--- src/rtl/vr_vc_converter_pkg.sv ---
// Shared types and helpers for the valid/ready to valid/credit converter.
package vr_vc_converter_pkg;

   localparam int DEF_DATA_WIDTH = 8;
   localparam int DEF_CREDIT_NUM = 2;

   // Credit counter update selected each cycle from the inc/dec pair.
   typedef enum logic [1:0] {
      CR_HOLD = 2'd0,
      CR_INC  = 2'd1,
      CR_DEC  = 2'd2
   } credit_op_e;

   // Width of a counter that must hold every value from 0 to n inclusive.
   function automatic int cnt_width(input int n);
      int w;
      w = $clog2(n + 1);
      return (w < 1) ? 1 : w;
   endfunction

endpackage

--- src/rtl/vr_vc_converter_if.sv ---
// Upstream valid/ready and downstream valid/credit signal bundle.
// slave: the converter side. master: the side that drives the upstream
// beat and the receiver's credit returns.
interface vr_vc_converter_if
   import vr_vc_converter_pkg::*;
#(
   parameter int DATA_WIDTH = DEF_DATA_WIDTH,
   parameter int CREDIT_NUM = DEF_CREDIT_NUM
);
   localparam int CNT_W = cnt_width(CREDIT_NUM);

   logic [DATA_WIDTH-1:0] s_data_i;
   logic                  s_valid_i;
   logic                  s_ready_o;
   logic [DATA_WIDTH-1:0] m_data_o;
   logic                  m_valid_o;
   logic                  m_credit_i;
   logic [CNT_W-1:0]      credit_cnt_o;
   logic                  credit_ovf_o;

   modport slave (
      input  s_data_i, s_valid_i, m_credit_i,
      output s_ready_o, m_data_o, m_valid_o, credit_cnt_o, credit_ovf_o
   );

   modport master (
      output s_data_i, s_valid_i, m_credit_i,
      input  s_ready_o, m_data_o, m_valid_o, credit_cnt_o, credit_ovf_o
   );

endinterface

--- src/rtl/vc_credit_counter.sv ---
// Saturating credit counter with a sticky overflow flag.
// Starts empty; credits are only learned from inc pulses. A simultaneous
// inc and dec cancel. An inc at MAX saturates and raises ovf until reset.
module vc_credit_counter
   import vr_vc_converter_pkg::*;
#(
   parameter  int MAX = DEF_CREDIT_NUM,
   localparam int W   = cnt_width(MAX)
) (
   input  logic         clk,
   input  logic         rst_n,
   input  logic         inc,
   input  logic         dec,
   output logic [W-1:0] cnt,
   output logic         ovf
);

   localparam logic [W-1:0] MAX_C = W'(MAX);

   credit_op_e op;

   // Reduce the inc/dec pair to a single counter operation.
   always_comb begin
      op = CR_HOLD;
      case ({inc, dec})
         2'b10:   op = CR_INC;
         2'b01:   op = CR_DEC;
         default: op = CR_HOLD;
      endcase
   end

   // Counter and sticky overflow register; dec at zero is ignored defensively.
   always_ff @(posedge clk or negedge rst_n) begin
      if (!rst_n) begin
         cnt <= '0;
         ovf <= 1'b0;
      end else begin
         case (op)
            CR_INC: begin
               if (cnt == MAX_C) ovf <= 1'b1;
               else              cnt <= cnt + W'(1);
            end
            CR_DEC: begin
               if (cnt != '0) cnt <= cnt - W'(1);
            end
            default: ;
         endcase
      end
   end

endmodule

--- src/rtl/vr_vc_converter.sv ---
// Valid/ready to valid/credit converter.
// Upstream beats are accepted only while credits are held; each accepted
// beat is registered and emitted downstream one cycle later as a
// single-cycle m_valid_o pulse.
module vr_vc_converter
   import vr_vc_converter_pkg::*;
#(
   parameter int DATA_WIDTH = DEF_DATA_WIDTH,
   parameter int CREDIT_NUM = DEF_CREDIT_NUM
) (
   input  logic               clk,
   input  logic               rst_n,
   vr_vc_converter_if.slave   bus
);

   localparam int CNT_W = cnt_width(CREDIT_NUM);

   logic [CNT_W-1:0]      cnt;
   logic                  ovf;
   logic                  hs;
   logic [DATA_WIDTH-1:0] data_q;
   logic                  valid_q;

   // Ready comes from the registered counter alone, so a credit returned
   // at zero only opens the gate on the following cycle.
   assign bus.s_ready_o = (cnt != '0);
   assign hs            = bus.s_valid_i & bus.s_ready_o;

   vc_credit_counter #(
      .MAX (CREDIT_NUM)
   ) u_credit (
      .clk   (clk),
      .rst_n (rst_n),
      .inc   (bus.m_credit_i),
      .dec   (hs),
      .cnt   (cnt),
      .ovf   (ovf)
   );

   // Downstream beat register: data loads on handshake and holds otherwise.
   always_ff @(posedge clk or negedge rst_n) begin
      if (!rst_n) begin
         data_q  <= '0;
         valid_q <= 1'b0;
      end else begin
         valid_q <= hs;
         if (hs) data_q <= bus.s_data_i;
      end
   end

   assign bus.m_data_o     = data_q;
   assign bus.m_valid_o    = valid_q;
   assign bus.credit_cnt_o = cnt;
   assign bus.credit_ovf_o = ovf;

endmodule
--- src/flat_wrapper.sv ---
// flat-port wrapper written by rule: the top's interface ports become plain ports
module vr_vc_converter_flat import vr_vc_converter_pkg::*;
#(
   parameter int DATA_WIDTH = DEF_DATA_WIDTH,
   parameter int CREDIT_NUM = DEF_CREDIT_NUM
)
  (clk, rst_n, bus_s_data_i, bus_s_valid_i, bus_m_credit_i, bus_s_ready_o, bus_m_data_o, bus_m_valid_o, bus_credit_cnt_o, bus_credit_ovf_o);
  vr_vc_converter_if #(.DATA_WIDTH(DATA_WIDTH), .CREDIT_NUM(CREDIT_NUM)) bus_i ();
  input  logic clk;
  input  logic rst_n;
  input wire logic [$bits(bus_i.s_data_i)-1:0] bus_s_data_i;
  input wire logic [$bits(bus_i.s_valid_i)-1:0] bus_s_valid_i;
  input wire logic [$bits(bus_i.m_credit_i)-1:0] bus_m_credit_i;
  output wire logic [$bits(bus_i.s_ready_o)-1:0] bus_s_ready_o;
  output wire logic [$bits(bus_i.m_data_o)-1:0] bus_m_data_o;
  output wire logic [$bits(bus_i.m_valid_o)-1:0] bus_m_valid_o;
  output wire logic [$bits(bus_i.credit_cnt_o)-1:0] bus_credit_cnt_o;
  output wire logic [$bits(bus_i.credit_ovf_o)-1:0] bus_credit_ovf_o;
  assign bus_i.s_data_i = bus_s_data_i;
  assign bus_i.s_valid_i = bus_s_valid_i;
  assign bus_i.m_credit_i = bus_m_credit_i;
  assign bus_s_ready_o = bus_i.s_ready_o;
  assign bus_m_data_o = bus_i.m_data_o;
  assign bus_m_valid_o = bus_i.m_valid_o;
  assign bus_credit_cnt_o = bus_i.credit_cnt_o;
  assign bus_credit_ovf_o = bus_i.credit_ovf_o;
  vr_vc_converter #(.DATA_WIDTH(DATA_WIDTH), .CREDIT_NUM(CREDIT_NUM)) u_core (.clk(clk), .rst_n(rst_n), .bus(bus_i));
endmodule
--- config.mk ---
export PLATFORM = sky130hd
export DESIGN_NAME = vr_vc_converter_flat
export DESIGN_NICKNAME = d
export VERILOG_FILES = /design/src/rtl/vr_vc_converter_pkg.sv /design/src/rtl/vr_vc_converter_if.sv /design/src/rtl/vc_credit_counter.sv /design/src/rtl/vr_vc_converter.sv /design/src/flat_wrapper.sv
export SDC_FILE = /design/constraint.sdc
export NUM_CORES = 1
export LEC_CHECK = 0
export ABC_CLOCK_PERIOD_IN_PS = 1400
export CORE_MARGIN = 2
export CORE_UTILIZATION = 38
export CTS_CLUSTER_DIAMETER = 100
export DETAILED_ROUTE_END_ITERATION = 6
export MAX_ROUTING_LAYER = met4
export PLACE_DENSITY = 0.76
export SYNTH_ARGS = -nofsm -noshare
export SYNTH_HDL_FRONTEND = slang
export SYNTH_SLANG_ARGS = --single-unit
export TNS_END_PERCENT = 1
--- constraint.sdc ---
create_clock -name clk -period 1.4 [get_ports clk]
set_input_delay 0.42 -clock clk [delete_from_list [all_inputs] [get_ports clk]]
set_output_delay 0.42 -clock clk [all_outputs]
set_load 0.005 [all_outputs]
# Yosys cells after proc, flatten, opt, wreduce, memory -nomap -nowiden
# Index checks and enable logic that the tools add are counted.
[totals]
output_inout_bits = 13
ff_bits = 12
word_cells = 22
in_bits = 12
[op_classes]
n_reduce_logical = 4
muxes = 4
addsub = 2
n_bitwise = 1
n_eq_ne = 7
[ops]
columns = ["op", "n"]
rows = [
  ["$pmux 2 s2", 2],
  ["$eq 2x2->1 const B", 3],
  ["$eq 2x1->1 const B", 2],
  ["$mux 2", 2],
  ["$reduce_bool 2->1", 2],
  ["$reduce_and 3->1", 1],
  ["$add 2x1->2 const B", 1],
  ["$ne 2x1->1 const B", 1],
  ["$ne 2x2->1 const B", 1],
  ["$reduce_and 2->1", 1],
  ["$sub 2x1->2 const B", 1],
  ["$and 1x1->1", 1],
]

# Depth between registers and ports, before layout
[depth]
ltp_word = 7
ltp_mapped = 3
depth_no_buf = 3

# Modules after synthesis
# From an unflattened synthesis, not the netlist that was laid out.
[hier_totals]
hier_cells = 35
area_unflattened_um2 = 494.2
[by_module_without_submodules]
columns = ["module", "n_inst", "cells_each", "area_per_inst_um2", "seq_area_each_um2"]
rows = [
  ["vr_vc_converter", 1, 20, 341.6, 225.2],
  ["vc_credit_counter", 1, 15, 152.6, 75.1],
]

# Least setup slack after synthesis
# No wires, ideal clock.
[synth_path]
kind = "flip-flop to flip-flop"
start = "register u_core.u_credit.cnt[1]"
end = "register u_core.data_q[0] (netlist: u_core.bus.m_data_o[0])"
period_less_slack_ps = 1239
path_stages_with_launch = 4
t_arrival_ps = 1113
path_slack_ps = 161
required_time_ps = 1275
n_path_buf = 0
setup_ps = 125
path_cell_list = "dfrtp_1 -> or2_4 -> nand2_8 -> mux2_4"
[synth_between]
elab_chain_cells = 2
[synth_rtl]
columns = ["item", "line", "source"]
rows = [
  ["start: declaration", "vc_credit_counter.sv:14", "output logic [W-1:0] cnt,"],
  ["start signal: assignment", "vc_credit_counter.sv:41", "else cnt <= cnt + W'(1);"],
  ["start signal: assignment", "vc_credit_counter.sv:44", "if (cnt != '0) cnt <= cnt - W'(1);"],
  ["$reduce_bool 2->1", "vr_vc_converter.sv:26", "assign bus.s_ready_o = (cnt != '0);"],
  ["named net bus_s_ready_o", "flat_wrapper.sv:14", "output wire logic [$bits(bus_i.s_ready_o)-1:0] bus_s_ready_o;"],
  ["$and 1x1->1", "vr_vc_converter.sv:27", "assign hs = bus.s_valid_i & bus.s_ready_o;"],
  ["end signal: assignment", "vr_vc_converter.sv:47", "if (hs) data_q <= bus.s_data_i;"],
  ["end: declaration", "vr_vc_converter.sv:21", "logic [DATA_WIDTH-1:0] data_q;"],
]
# The timed path passes the listed nets, and every way through them passes these cells.
# A chain may end at the register's enable or synchronous reset.

# Final worst setup path
[layout_path]
start = "register u_core.u_credit.cnt[0]"
end = "output port bus_s_ready_o"
[layout_between]
elab_chain_cells = 1
[layout_rtl]
columns = ["item", "line"]
rows = [
  ["$reduce_bool 2->1", "vr_vc_converter.sv:26"],
  ["end: declaration", "flat_wrapper.sv:14"],
]
# No other way between the ends.

==> flow_summary_export.csv <==
group,metric,value,unit
sta,slew_viol_final,0,
clock_tree,cts_root_buffer,"clkbuf_4",
grt,met1_usage,18.79,%
clock_tree,cts_tree,"built",
grt,grt_pass1_wl,1.759,mm
worst_setup_path,rr_endpoint,"u_core.bus.m_data_o[3]$_DFFE_PN0P_",
final_layout,finalNonFillerCells,84,
yosys,synth_top_area_cell,"dfrtp_1",
worst_setup_path,reg2reg_setup_slack,50,ps
final_layout,drive_above_1_share,36.23,%
route,vias,396,
floorplanning,design.die.area,1704,sq um
sta,final.setup.tns,-59.65,ps
yosys,ys_types,15,
grt,first_global_vias,422,
final_layout,final_nets,82,
sta,finalHoldViolations,0,
floorplanning,num_io_pins,25,
yosys,ys_ff_latch,12,
hold_path,min-delay-path-class,"in -> async",
floorplanning,die_x,41.28,um
power,p_switching,311.0,uW
placed_design,dp_slack,-275.9,ps
sta,slew_headroom,76.79,%
yosys,syn_avg_cell_area,15.09,sq um
sta,skew,4.230,ps
grt,antenna_found_initial,0,
grt,grtUsageTotal,17.40,%
route,via_per_inst,4.714,
yosys,synthTopCellsByArea,"dfrtp_1 (57%), mux2_4 (23%), nand2_8 (3.8%)",
sta,period_minus_slack,1460,ps
floorplanning,chipHeight,41.28,um
power,p_int,886.7,uW
yosys,synthCells,35,
sta,fmax,685.1,MHz
power,leakagePower,0.0004296,uW
final_layout,n_antenna_cell,0,
yosys,syn_nets,47,
clock_tree,cts_buffers,3,
power,swShare,25.97,%
outcome,violations,"setup timing",
route,routed_wl,1.086,mm
power,p_seq_share,40.1,%
power,p_per_area,1412,nW/um^2
route,wl_per_cell,12.93,um
power,p_comb_share,37.3,%
clock_tree,cts.sinks,12,
worst_setup_path,crit_path_start_kind,"flop",
route,drc,0,
worst_setup_path,cp-end-kind,"output port",
grt,grt.busiest_layer,"met2",
clock_tree,ctsHtreeMaxLevel,1,
yosys,yosysTopAreaCellShare,56.87,%
worst_setup_path,critical_path_class,"reg -> out",
placed_design,place.gp.congestion,0.7288,
floorplanning,rows,13,
worst_setup_path,r2r_start,"u_core.u_credit.cnt[0]$_DFFE_PN0P_",
yosys,syn_area,528.0,sq um
clock_tree,path_clk_slew,80,ps
grt,met2_usage,25.39,%
sta,fin_ws,-59.65,ps
yosys,yosysSeqAreaShare,56.87,%
worst_setup_path,required,980,ps
power,clkPwrFrac,22.6,%
sta,post-route-period-util,104.3,%
floorplanning,core_area,1301,sq um
clock_tree,clockBufferDepth,2,
worst_setup_path,cp.arrival,1040,ps
worst_setup_path,r2r.worst_path.cells,4,
final_layout,area_growth,60.66,%
sta,finalSetupViolations,1,
power,ir_drop,0.7253,mV
grt,grt.met3_usage,6.522,%
grt,grt_max_degree,13,
route,drt-initial-drc-count,2,
sta,rsz0062_at_grt,"yes",
placed_design,dp.cells,78,
sta,worst_slew_pin_slew,347.5,ps
clock_tree,clk_latency,260,ps
run,maxCapViolations,0,
worst_setup_path,worstPathMaxFanout,2,
outcome,outcome,"complete, but fails checks",
placed_design,port_buffers,24,
grt,gr-total-overflow,0,
floorplanning,initial_core_util,40.58,%
yosys,synth_warnings,0,
route,first_pass_iters,2,
route,antenna_left,0,
-- per-stage QoR --
step	power, uW	utilization, %	cell area (sq um)	hold slack (ps)
finish	1198	65.19	848.3	440.8
global route	1289	65.19	848.3	453.3
CTS	1226	65.96	858.3	441.4
detailed placement	983.9	62.79	817.0	457.3
global placement	974.5	62.79	817.0	464.0
floorplan	693.3	-	528.0	124.4
-- layout by cell type (no fill, tap or decap), drive strengths merged --
| master | count |
|---|---|
| dlymetal6s2s | 1 |
| o31ai | 1 |
| nor2 | 1 |
| inv | 2 |
| nor3 | 1 |
| clkbuf | 7 |
| mux2i | 1 |
| clkdlybuf4s50 | 10 |
| dfrtp | 12 |
| and3b | 1 |
| nand2 | 3 |
| a31oi | 1 |
| a21oi | 1 |
| or2 | 1 |
| or2b | 1 |
| buf | 6 |
| clkdlybuf4s15 | 1 |
| mux2 | 8 |
| dlygate4sd2 | 9 |
| nor2b | 1 |
-- logic make-up after synthesis --
family | synth area share [%]
flops | 56.87
mux | 24.65
simple gates | 13.51
compound gates | 3.555
buf+inv | 1.422
-- power groups by stage --
stage / clock, uW / sequential, uW / combinational, uW
after global placement: 0 / 489 / 486
after CTS: 284 / 481 / 461
after floorplan: 0 / 499 / 194
after global routing: 303 / 494 / 492
final: 271 / 480 / 447
after detailed placement: 0 / 489 / 495
-- metal layers --
metal	part of all wire (%)	wire length [um]
met4	3.7	40
met5	0	0
met2	48	525
met1	40	436
met3	7.6	83
-- Yosys cell counts (all sizes together) --
cell type and n:
or2 1, mux2i 1, inv 2, dfrtp 12
nand2 3, nor3 1, nor2b 1, a21oi 1
nor2 1, and3b 1, mux2 8, a31oi 1
o31ai 1, or2b 1
-- critical path, stage by stage (launching register included) --
cell,delay (ps)
dfrtp_1,420
or2_4,250
clkbuf_2,110
-- cell type report --
| class | count | area (sq um) |
|---|---|---|
| multi-input combinational | 21 | 220.2 |
| timing repair buffer | 30 | 265.3 |
| inverter | 2 | 7.507 |
| clock buffer | 4 | 36.28 |
| tap | 15 | 18.77 |
| sequential | 12 | 300.3 |
| fill | 118 | 452.9 |
-- sequential cells by signal, indices dropped and copies added, names as in the netlist --
register	flops
u_core.bus.m_valid_o	1
u_core.u_credit.ovf	1
u_core.bus.m_data_o	8
u_core.u_credit.cnt	2
-- worst max path at each step --
stage | from | end | cells after the start
after detailed placement | bus_s_valid_i | u_core.bus.m_data_o[7]$_DFFE_PN0P_ | 3
after floorplan | u_core.u_credit.cnt[1]$_DFFE_PN0P_ | u_core.bus.m_data_o[0]$_DFFE_PN0P_ | 3
after global routing | u_core.u_credit.cnt[0]$_DFFE_PN0P_ | bus_s_ready_o | 2
after global placement | bus_s_valid_i | u_core.u_credit.cnt[1]$_DFFE_PN0P_ | 4
after CTS | u_core.u_credit.cnt[0]$_DFFE_PN0P_ | bus_s_ready_o | 2
final | u_core.u_credit.cnt[0]$_DFFE_PN0P_ | bus_s_ready_o | 2
-- what timing repair did --
action | CTS | global route
setup buffers | 2 | 0
resized for setup | 16 | 6
hold buffers | 0 | 0
setup endpoints to repair | 13 | 9
pin swaps | 0 | 0
Note: power is estimated with default switching activity, not from simulation.
